===== src/rtl/gb_oam_dma.sv =====
// OAM DMA sequencer for the 0xFF46 register: copies LEN bytes from page P<<8 into OAM.
// Optional macro GB_OAM_DMA_BUSLOCK_EN drives cpu_block from active; otherwise cpu_block is tied 0.
module gb_oam_dma #(
  parameter int LEN          = 160,
  parameter int CYC_PER_BYTE = 4,
  parameter int START_DELAY  = 4
) (
  input  logic        clk,
  input  logic        n_reset,
  input  logic        reg_write,
  input  logic [7:0]  din,
  output logic [7:0]  dout,
  output logic [15:0] adr_dma,
  output logic        rd_dma,
  input  logic [7:0]  data_in,
  output logic [7:0]  oam_adr,
  output logic [7:0]  oam_data,
  output logic        oam_wr,
  active,
  output logic        cpu_block
);

  localparam int             PW       = $clog2(CYC_PER_BYTE);
  localparam logic [PW-1:0]  PH_LAST  = PW'(CYC_PER_BYTE - 1);
  localparam logic [PW-1:0]  PH_ADR   = PW'(0);
  localparam logic [PW-1:0]  PH_CAP   = PW'(1);
  localparam logic [PW-1:0]  PH_WR    = PW'(2);
  localparam logic [7:0]     IDX_LAST = 8'(LEN - 1);
  // The register-write cycle is the first delay cycle, so START itself lasts START_DELAY-1 cycles.
  localparam logic [7:0]     DLY_LOAD = 8'(START_DELAY - 2);

  typedef enum logic [1:0] {
    IDLE  = 2'd0,
    START = 2'd1,
    XFER  = 2'd2
  } state_t;

  state_t        state, state_nxt;
  logic [7:0]    page, page_nxt;
  logic [7:0]    src, src_nxt;
  logic [7:0]    dly, dly_nxt;
  logic [7:0]    idx, idx_nxt;
  logic [PW-1:0] phase, phase_nxt;
  logic          keep_act, keep_act_nxt;
  logic          xfer;

  always_ff @(posedge clk or negedge n_reset) begin
    if (!n_reset) begin
      state    <= IDLE;
      page     <= 8'h00;
      src      <= 8'h00;
      dly      <= 8'h00;
      idx      <= 8'h00;
      phase    <= '0;
      keep_act <= 1'b0;
      oam_data <= 8'h00;
    end else begin
      state    <= state_nxt;
      page     <= page_nxt;
      src      <= src_nxt;
      dly      <= dly_nxt;
      idx      <= idx_nxt;
      phase    <= phase_nxt;
      keep_act <= keep_act_nxt;
      if (xfer && (phase == PH_CAP)) oam_data <= data_in;
    end
  end

  always_comb begin
    state_nxt    = state;
    page_nxt     = page;
    src_nxt      = src;
    dly_nxt      = dly;
    idx_nxt      = idx;
    phase_nxt    = phase;
    keep_act_nxt = keep_act;
    if (reg_write) begin
      // Pages 0xE0-0xFF fold onto WRAM (echo region); readback keeps the raw value.
      page_nxt  = din;
      src_nxt   = (din >= 8'hE0) ? (din & 8'hDF) : din;
      dly_nxt   = DLY_LOAD;
      state_nxt = START;
      case (state)
        IDLE:    keep_act_nxt = 1'b0;
        XFER:    keep_act_nxt = 1'b1;
        default: keep_act_nxt = keep_act;
      endcase
    end else begin
      case (state)
        START: begin
          if (dly == 8'h00) begin
            state_nxt = XFER;
            idx_nxt   = 8'h00;
            phase_nxt = '0;
          end else begin
            dly_nxt = dly - 8'h01;
          end
        end
        XFER: begin
          if (phase == PH_LAST) begin
            phase_nxt = '0;
            if (idx == IDX_LAST) begin
              state_nxt    = IDLE;
              keep_act_nxt = 1'b0;
            end else begin
              idx_nxt = idx + 8'h01;
            end
          end else begin
            phase_nxt = phase + PW'(1);
          end
        end
        default: state_nxt = IDLE;
      endcase
    end
  end

  // Bus strobes: rd_dma holds the address for phases 0-1, data_in is sampled at the end of
  // phase 1, and oam_wr is a single-cycle pulse in phase 2 cancelled by a coincident restart.
  assign xfer      = (state == XFER);
  assign dout      = page;
  assign adr_dma   = xfer ? {src, idx} : 16'h0000;
  assign rd_dma    = xfer && ((phase == PH_ADR) || (phase == PH_CAP));
  assign oam_adr   = xfer ? idx : 8'h00;
  assign oam_wr    = xfer && (phase == PH_WR) && !reg_write;
  assign active    = xfer || ((state == START) && keep_act);

`ifdef GB_OAM_DMA_BUSLOCK_EN
  assign cpu_block = active;
`else
  assign cpu_block = 1'b0;
`endif

endmodule


===== config.mk =====
export PLATFORM = sky130hd
export DESIGN_NAME = gb_oam_dma
export DESIGN_NICKNAME = d
export VERILOG_FILES = /design/src/rtl/gb_oam_dma.sv
export SDC_FILE = /design/constraint.sdc
export NUM_CORES = 1
export LEC_CHECK = 0
export BUFFER_PORTS_ARGS = -buffer_cell sky130_fd_sc_hd__buf_2
export CAP_MARGIN = 15
export CORE_AREA = 2 2 96 52
export CTS_BUF_LIST = sky130_fd_sc_hd__clkbuf_16
export CTS_CLUSTER_DIAMETER = 60
export DETAILED_ROUTE_END_ITERATION = 12
export DIE_AREA = 0 0 98 54
export PLACE_DENSITY = 0.77
export SYNTH_ARGS = -nofsm -noshare
export SYNTH_HDL_FRONTEND = slang
export SYNTH_SLANG_ARGS = --single-unit

===== constraint.sdc =====
create_clock -name clk -period 2.2 [get_ports clk]
set_input_delay 0.22 -clock clk [delete_from_list [all_inputs] [get_ports clk]]
set_output_delay 0.22 -clock clk [all_outputs]
set_load 0.05 [all_outputs]

======== Yosys cells after proc, flatten, opt, wreduce, memory -nomap -nowiden ========
Index checks and enable logic that the tools add are counted.
W data, S select, Z words.
cells by class
  add/sub/neg operators ................... 3
  order comparisons ....................... 1
  eq/ne operators ......................... 13
  multiplexer cells ....................... 23
  bitwise gates (word level) .............. 1
  reductions and logical operators ........ 22
operator list
  kind                   number
  $mux W8                7
  $mux W16               1
  $pmux W8 S2            1
  $mux W2                6
  $reduce_bool A2 Y1     6
  $add A8 B1 Y8 const B  1
  $eq A8 B8 Y1 const B   1
  $ge A8 B8 Y1 const B   1
  $logic_not A8 Y1       1
  $pmux W2 S2            2
  $sub A8 B1 Y8 const B  1
  $eq A2 B2 Y1 const B   3
  $mux W6                1
  $ne A2 B2 Y1 const B   3
  $ne A3 B2 Y1 const B   2
  $reduce_and A3 Y1      2
  $logic_and A1 B1 Y1    5
  $reduce_and A5 Y1      1
  $eq A2 B1 Y1 const B   2
  $logic_not A2 Y1       2
  $mux W1                4
  $reduce_and A4 Y1      1
  $ne A3 B3 Y1 const B   1
  $add A2 B1 Y2 const B  1
  6 further kinds        7
storage, ports and cells
  bits in registers ....................... 45
  input bits .............................. 19

======== Logic depth before layout (Yosys ltp) ========
Gate-level depths: netlist of run 1.
  word-level depth ........................ 5
  mapped depth ............................ 7

======== Worst setup path before layout of run 1 ========
No wires, ideal clock.
  path type ............................... register to output
  from .................................... register state[0]
  to ...................................... output oam_adr[7]
  data arrival time ....................... 1892 ps
  required time ........................... 1980 ps
  setup slack ............................. 88 ps
  cell stages (with the launch flop) ...... 7
  path through ............................ dfrtp_1 -> inv_1 -> ha_1 -> clkbuf_1 -> clkbuf_1 -> and2_1 -> buf_4
between the ends
  longest elaborated chain between the ends .. 2
RTL lines
  what                    line  source
  from (decl)             38    state_t state, state_nxt;
  from (signal assigned)  58    state <= state_nxt;
  $eq A2 B2 Y1            119   assign xfer = (state == XFER);
  $mux W8                 123   assign oam_adr = xfer ? idx : 8'h00;
  to (decl)               16    output logic [7:0] oam_adr,
No other way between the ends.

======== Worst setup path after layout of run 1 ========
  from .................................... register dly[0]
  to ...................................... register idx[3]
between the ends
  longest elaborated chain between the ends .. 3
RTL lines
  what                         line  source
  from (decl)                  41    logic [7:0] dly, dly_nxt;
  from (signal assigned)       61    dly <= dly_nxt;
  $logic_not A8 Y1             91    if (dly == 8'h00) begin
  $ne A2 B2 Y1 (no line)       --
  $reduce_and A5 Y1 (no line)  --
  to (signal assigned)         62    idx <= idx_nxt;
  to (decl)                    42    logic [7:0] idx, idx_nxt;
No other way between the ends.
A chain may end at the register's enable or synchronous reset.

==> impl_metrics.yaml, run 1 <==
synth:
  netlist_area_mm2: 0.00222
  synth-warning-count: 0
  ys_types: 48
  syn_avg_cell_area_um2: 10.3
  ys.flop_type: "dfrtp_1"
  ys_ff_latch: 38
  postSynthCellCount: 216
  synth_edf_count: 0
  synth_nets: 245
  async_flop_share: 1.00
  yosysSeqAreaShare: 0.429
cells_and_area:
  final_cell_area_mm2: 0.00268
  antenna_cells: 0
  fin_nets: 300
  area_delta_synth_final_pct: 20.6
  final_common_cell: "buf_2"
  fin_util: 0.585
  drive_gt1_frac: 0.402
  layout_common_cells: "61 x buf_2, 38 x dfrtp_1, 20 x nand2_1"
setup_path:
  critPathBufInv: 1
  critical_path_class: "reg2reg"
  worstSetupEndpointType: "register"
  r2r-start: "dly[0]"
  crit_chain: "inv_1 > ha_1 > or3b_2 > o21ai_4 > nand3_4 > a221o_1"
  critPathSlowestCell: "or3b_2"
  critPathLaunch: "dly[0]"
  cp-start-kind: "register"
  path_delay_family: "simple AND/OR/NAND/NOR gates"
  critPathMaxStageDelay_ns: 0.51
  crit_fanout: 7
  required_ns: 2.36
  arrival_ns: 2.21
clock_tree:
  cts_root_buf: "clkbuf_16"
  post_cts_buffers: 0
  cts_tree: "yes"
  numCtsBuffers: 5
  clockBufferDepth: 2
  htree_levels: 2
  clk_latency_ns: 0.28
  cts.sinks: 38
  postCtsHoldBufs: 0
  clk_pin_slew_worst_paths_ns: 0.06
power:
  p_per_area_mw_per_mm2: 1280
  p_leak_uw: 0.00130
  power.total_uw: 3430
  vdd_drop_max_v: 0.000993
global_routing:
  antenna_found_initial: 0
  grt_pass1_wl_mm: 8.07
  grt_usage: 0.201
  grt_overflow_total: 0
  grt_max_degree: 39
  grt_pass1_vias: 1669
place:
  hpwl_mm: 3.68
  placed_area_mm2: 0.00251
  gp_congestion: 0.878
  numPortBuffers: 61
die:
  io_pins: 63
  initial_core_util: 0.485
  die-area_mm2: 0.00529
  die_h_um: 54
  die_w_um: 98
  rows: 18
  core_area_mm2: 0.00457
timing:
  fin_hold_ws_ns: 0.0385
  worst_pin_slew_ns: 0.845
  fmax_mhz: 487
  fin_crit_sh: 0.933
  finalMaxSlewViolations: 0
  rsz0062_at_grt: "no"
  setup_viol: 0
  hold_viol: 0
  final.min_clock_period_ns: 2.05
  skew_ns: 0.00506
  setup_tns_ns: 0
  relSlewSlack: 0.437
route:
  drtPass1Iterations: 4
  drt_first_iter_violations: 74
  wirelength_mm: 5.07
  routedWlPerCell_um: 15.3
  num_vias: 1805
  vias_per_cell: 5.45
  antenna_left: 0
  drc: 0
outcome:
  status: "finished, final reports clean"
flow_run:
  maxCapViolCount: 0
hold_path:
  hold_path.class: "in2async"
==> final timing paths <==
| path | end | slack (ns) | cells after the start |
|---|---|---|---|
| setup / recovery | idx[3] | 0.15 | 6 |
| hold / removal | dly[3] | 0.04 | 1 |
| setup reg to reg | idx[3] | 0.15 | 6 |
| hold reg to reg | oam_data[6] | 0.50 | 1 |
| max in group asynchronous | idx[6] | 1.62 | 1 |
| min in group clk | oam_data[0] | 0.17 | 2 |
==> cells by family after synthesis <==
family	count (synthesis)	share of synthesized area
compound gates	38	0.125
xor+xnor	4	0.0158
fa+ha+maj	10	0.0564
mux	17	0.0857
flops	38	0.429
buf+inv	34	0.0936
other cells	1	0.00169
simple gates	74	0.193
==> power breakdown <==
| group | total [uW] | internal (uW) | switching (uW) |
|---|---|---|---|
| Clock | 790 | 524 | 266 |
| Combinational | 1640 | 576 | 1060 |
| Sequential | 1000 | 872 | 132 |
==> sequential cells by signal (all words and copies together) (netlist names) <==
signal / cells
dout: 8
oam_data: 8
keep_act: 1
state: 2
src: 1
phase: 2
dly: 8
idx: 8
==> area by class of cell <==
class | instances | area (um^2)
well taps | 60 | 75.1
clock inverters | 2 | 33.8
fillers | 421 | 1900
clock buffers | 5 | 125
flip-flops and latches | 38 | 951
inverters | 11 | 41.3
repair buffers | 71 | 380
multi-input cells | 144 | 1070
==> Yosys cell counts (3+ instances only) <==
cell type / instances / area share
dfrtp_1: 38 / 0.43
nand2_1: 20 / 0.034
buf_4: 16 / 0.054
mux2_2: 16 / 0.081
and2_1: 14 / 0.039
inv_1: 11 / 0.019
ha_1: 10 / 0.056
nor2_1: 10 / 0.017
o21ai_0: 10 / 0.023
a21oi_1: 5 / 0.011
clkbuf_1: 5 / 0.0085
nor4_1: 5 / 0.014
nand3_1: 3 / 0.0068
nor3_1: 3 / 0.0068
o22a_2: 3 / 0.014
xnor2_1: 3 / 0.012
==> routing by layer <==
layer / vias up / global-route usage / wire, um
met2: 71 / 0.306 / 2140
met5: - / 0 / 0
li1: 860 / - / -
met4: 0 / 0.0694 / 30
met1: 871 / 0.272 / 2450
met3: 3 / 0.0688 / 455
==> stage by stage <==
stage | instances | setup slack, ns
floorplan | 216 | 0.0876
finish | 331 | 0.148
global route | 331 | 0.0487
global placement | 324 | 0.0768
CTS | 331 | 0.138
detailed placement | 324 | -0.0149
==> what timing repair did <==
action	in CTS	in global routing
endpoints found under the setup margin	4	1
endpoints found under the hold margin	0	0
resized for setup	1	1
==> worst register-to-register path, cell delays in order, from the launching register on <==
cell     delay, ns
dfrtp_1       0.38
inv_1         0.12
ha_1          0.22
or3b_2        0.51
o21ai_4       0.18
nand3_4       0.14
a221o_1       0.38
Power figures use the tool's default switching activity.
==> inputs of run 2 (changes only) <==
CORE_AREA = 2 2 93 50   (was 2 2 96 52)
DIE_AREA = 0 0 95 52   (was 0 0 98 54)
PLACE_DENSITY = 0.83   (was 0.77)
clock period = 2.43 ns   (was 2.2 ns; I/O delays follow)
==> run 2 against run 1 <==
  * Utilization increased by 3.5 points
  * Clock skew decreased by 0.0020 ns
  * Setup slack worse by 0.039 ns
  * Worst hold slack improved by 0.030 ns
  * Critical path type unchanged
  * Critical path depth stayed put
  * Global-route usage is 2.1 points higher
  * Combinational power is 16% lower
  * Non-clock buffer count fell by 6
  * Final cell count shrank 2.4%
  * Highest routed layer unchanged
  * Die area is 6.7% lower
==> impl_metrics.yaml, run 2 (synthesis gave the netlist of run 1 again) <==
global_routing:
  grt_pass1_vias: 1683
  grt_usage: 0.223
  antenna_found_initial: 0
  grt_use_met1: 0.326
  grtUsageMet2: 0.324
  use_met3: 0.0594
  grt_max_degree: 39
  grt_overflow_total: 0
  gr-max-usage-layer: "met1"
  grt_pass1_wl_mm: 8.20
clock_tree:
  cts_root_buf: "clkbuf_16"
  cts.sinks: 38
  postCtsHoldBufs: 0
  htree_levels: 2
  clockBufferDepth: 2
  clk_latency_ns: 0.28
  cts_tree: "yes"
  post_cts_buffers: 0
  numCtsBuffers: 5
  cts_resized: 0
  clk_pin_slew_worst_paths_ns: 0.06
die:
  rows: 17
  die_w_um: 95
  die-area_mm2: 0.00494
  io_pins: 63
  initial_core_util: 0.529
  die_h_um: 52
  core_area_mm2: 0.00419
setup_path:
  arrival_ns: 2.49
  critPathSlowestCell: "a21oi_1"
  worstSetupEndpointType: "register"
  critPathMaxStageDelay_ns: 0.80
  path_depth: 6
  path_delay_family: "compound AO/OA/AOI/OAI gates"
  required_ns: 2.60
  crit_fanout: 13
  reg2regPathDepth: 6
  critical_path_class: "reg2reg"
  critPathBufInv: 1
  crit_chain: "inv_1 > ha_1 > nor4bb_1 > a21oi_1 > nor4_1 > a211o_2"
  cp-start-kind: "register"
timing:
  fin_crit_sh: 0.955
  rsz0062_at_grt: "no"
  worst_pin_slew_ns: 1.01
  finalMaxSlewViolations: 0
  skew_ns: 0.00302
  setup_viol: 0
  fin_ws_ns: 0.109
  setup_tns_ns: 0
  final.min_clock_period_ns: 2.32
  fin_hold_ws_ns: 0.0682
  relSlewSlack: 0.329
  hold_viol: 0
  fmax_mhz: 431
flow_run:
  maxCapViolCount: 0
outcome:
  status: "finished, final reports clean"
power:
  p_per_area_mw_per_mm2: 1130
  p_leak_uw: 0.00126
  vdd_drop_max_v: 0.000848
route:
  antenna_left: 0
  drtPass1Iterations: 4
  drc: 0
  routedWlPerCell_um: 15.7
  num_vias: 1778
  wirelength_mm: 5.06
  drt_first_iter_violations: 158
  vias_per_cell: 5.50
hold_path:
  hold_path.class: "in2async"
cells_and_area:
  antenna_cells: 0
  nFillCells: 346
  drive_gt1_frac: 0.383
  fin_nets: 294
  final_cell_area_mm2: 0.00260
  final_common_cell: "buf_2"
  multi_input_area_mm2: 0.00106
  fin_cells: 323
  area_delta_synth_final_pct: 17.2
  regArea_um2: 951
  layout_common_cells: "61 x buf_2, 38 x dfrtp_1, 20 x nand2_1"
place:
  dp_cells: 315
  gp_congestion: 0.856
  place_ws_ns: 0.149
  hpwl_mm: 3.61
  placed_area_mm2: 0.00246
  numPortBuffers: 61
==> run 2: cell count changes in the layout (fill, tap and decap cells not counted) <==
cell,before,now
buf_4,10,4
a21oi_1,4,5
clkinv_2,0,1
clkinvlp_4,0,1
a21oi_2,1,0
bufinv_16,1,0
nor4bb_1,1,2
nor4bb_2,1,0
==> run 2: routing by layer <==
metal  routed length [um]  vias to the layer above
met3                  469                        5
met5                    0                        -
li1                     -                      846
met1                 2390                      851
met4                   39                        0
met2                 2160                       76
==> run 2: worst register-to-register path: cells and delay by family, from the launching register on <==
family / cells / cell delay [ns]
buf+inv: 1 / 0.07
simple gates: 2 / 0.26
compound gates: 2 / 1.14
flops: 1 / 0.38
fa+ha+maj: 1 / 0.35
==> run 2: where the power goes <==
part           switching [uW]  leakage (uW)  total [uW]  internal [uW]
logic                     932      0.000714        1380            448
clock network             257     0.0000672         631            374
registers                 133      0.000482         922            789
==> run 2: final timing paths <==
check,from,to,slack (ns)
worst max-delay path,state[0],idx[0],0.11
worst min-delay path,n_reset,idx[2],0.07
worst max register to register,state[0],idx[0],0.11
worst min register to register,oam_data[5],oam_data[5],0.51
max in group asynchronous,n_reset,state[0],1.83
min in group clk,din[3],dout[3],0.19
==> run 2: area by class of cell <==
type / instances / share of cell area
Clock inverter: 3 / 0.00626
Clock buffer: 5 / 0.0481
Timing Repair Buffer: 65 / 0.129
Inverter: 11 / 0.0159
Sequential cell: 38 / 0.366
Multi-Input combinational cell: 144 / 0.408
Tap cell: 57 / 0.0274
==> run 2: stage by stage <==
step	power, uW	utilization
4_1_cts	2930	0.620
5_1_grt	3090	0.620
3_5_place_dp	2290	0.587
6_report	2930	0.620
2_1_floorplan	1970	-
3_3_place_gp	2250	0.587
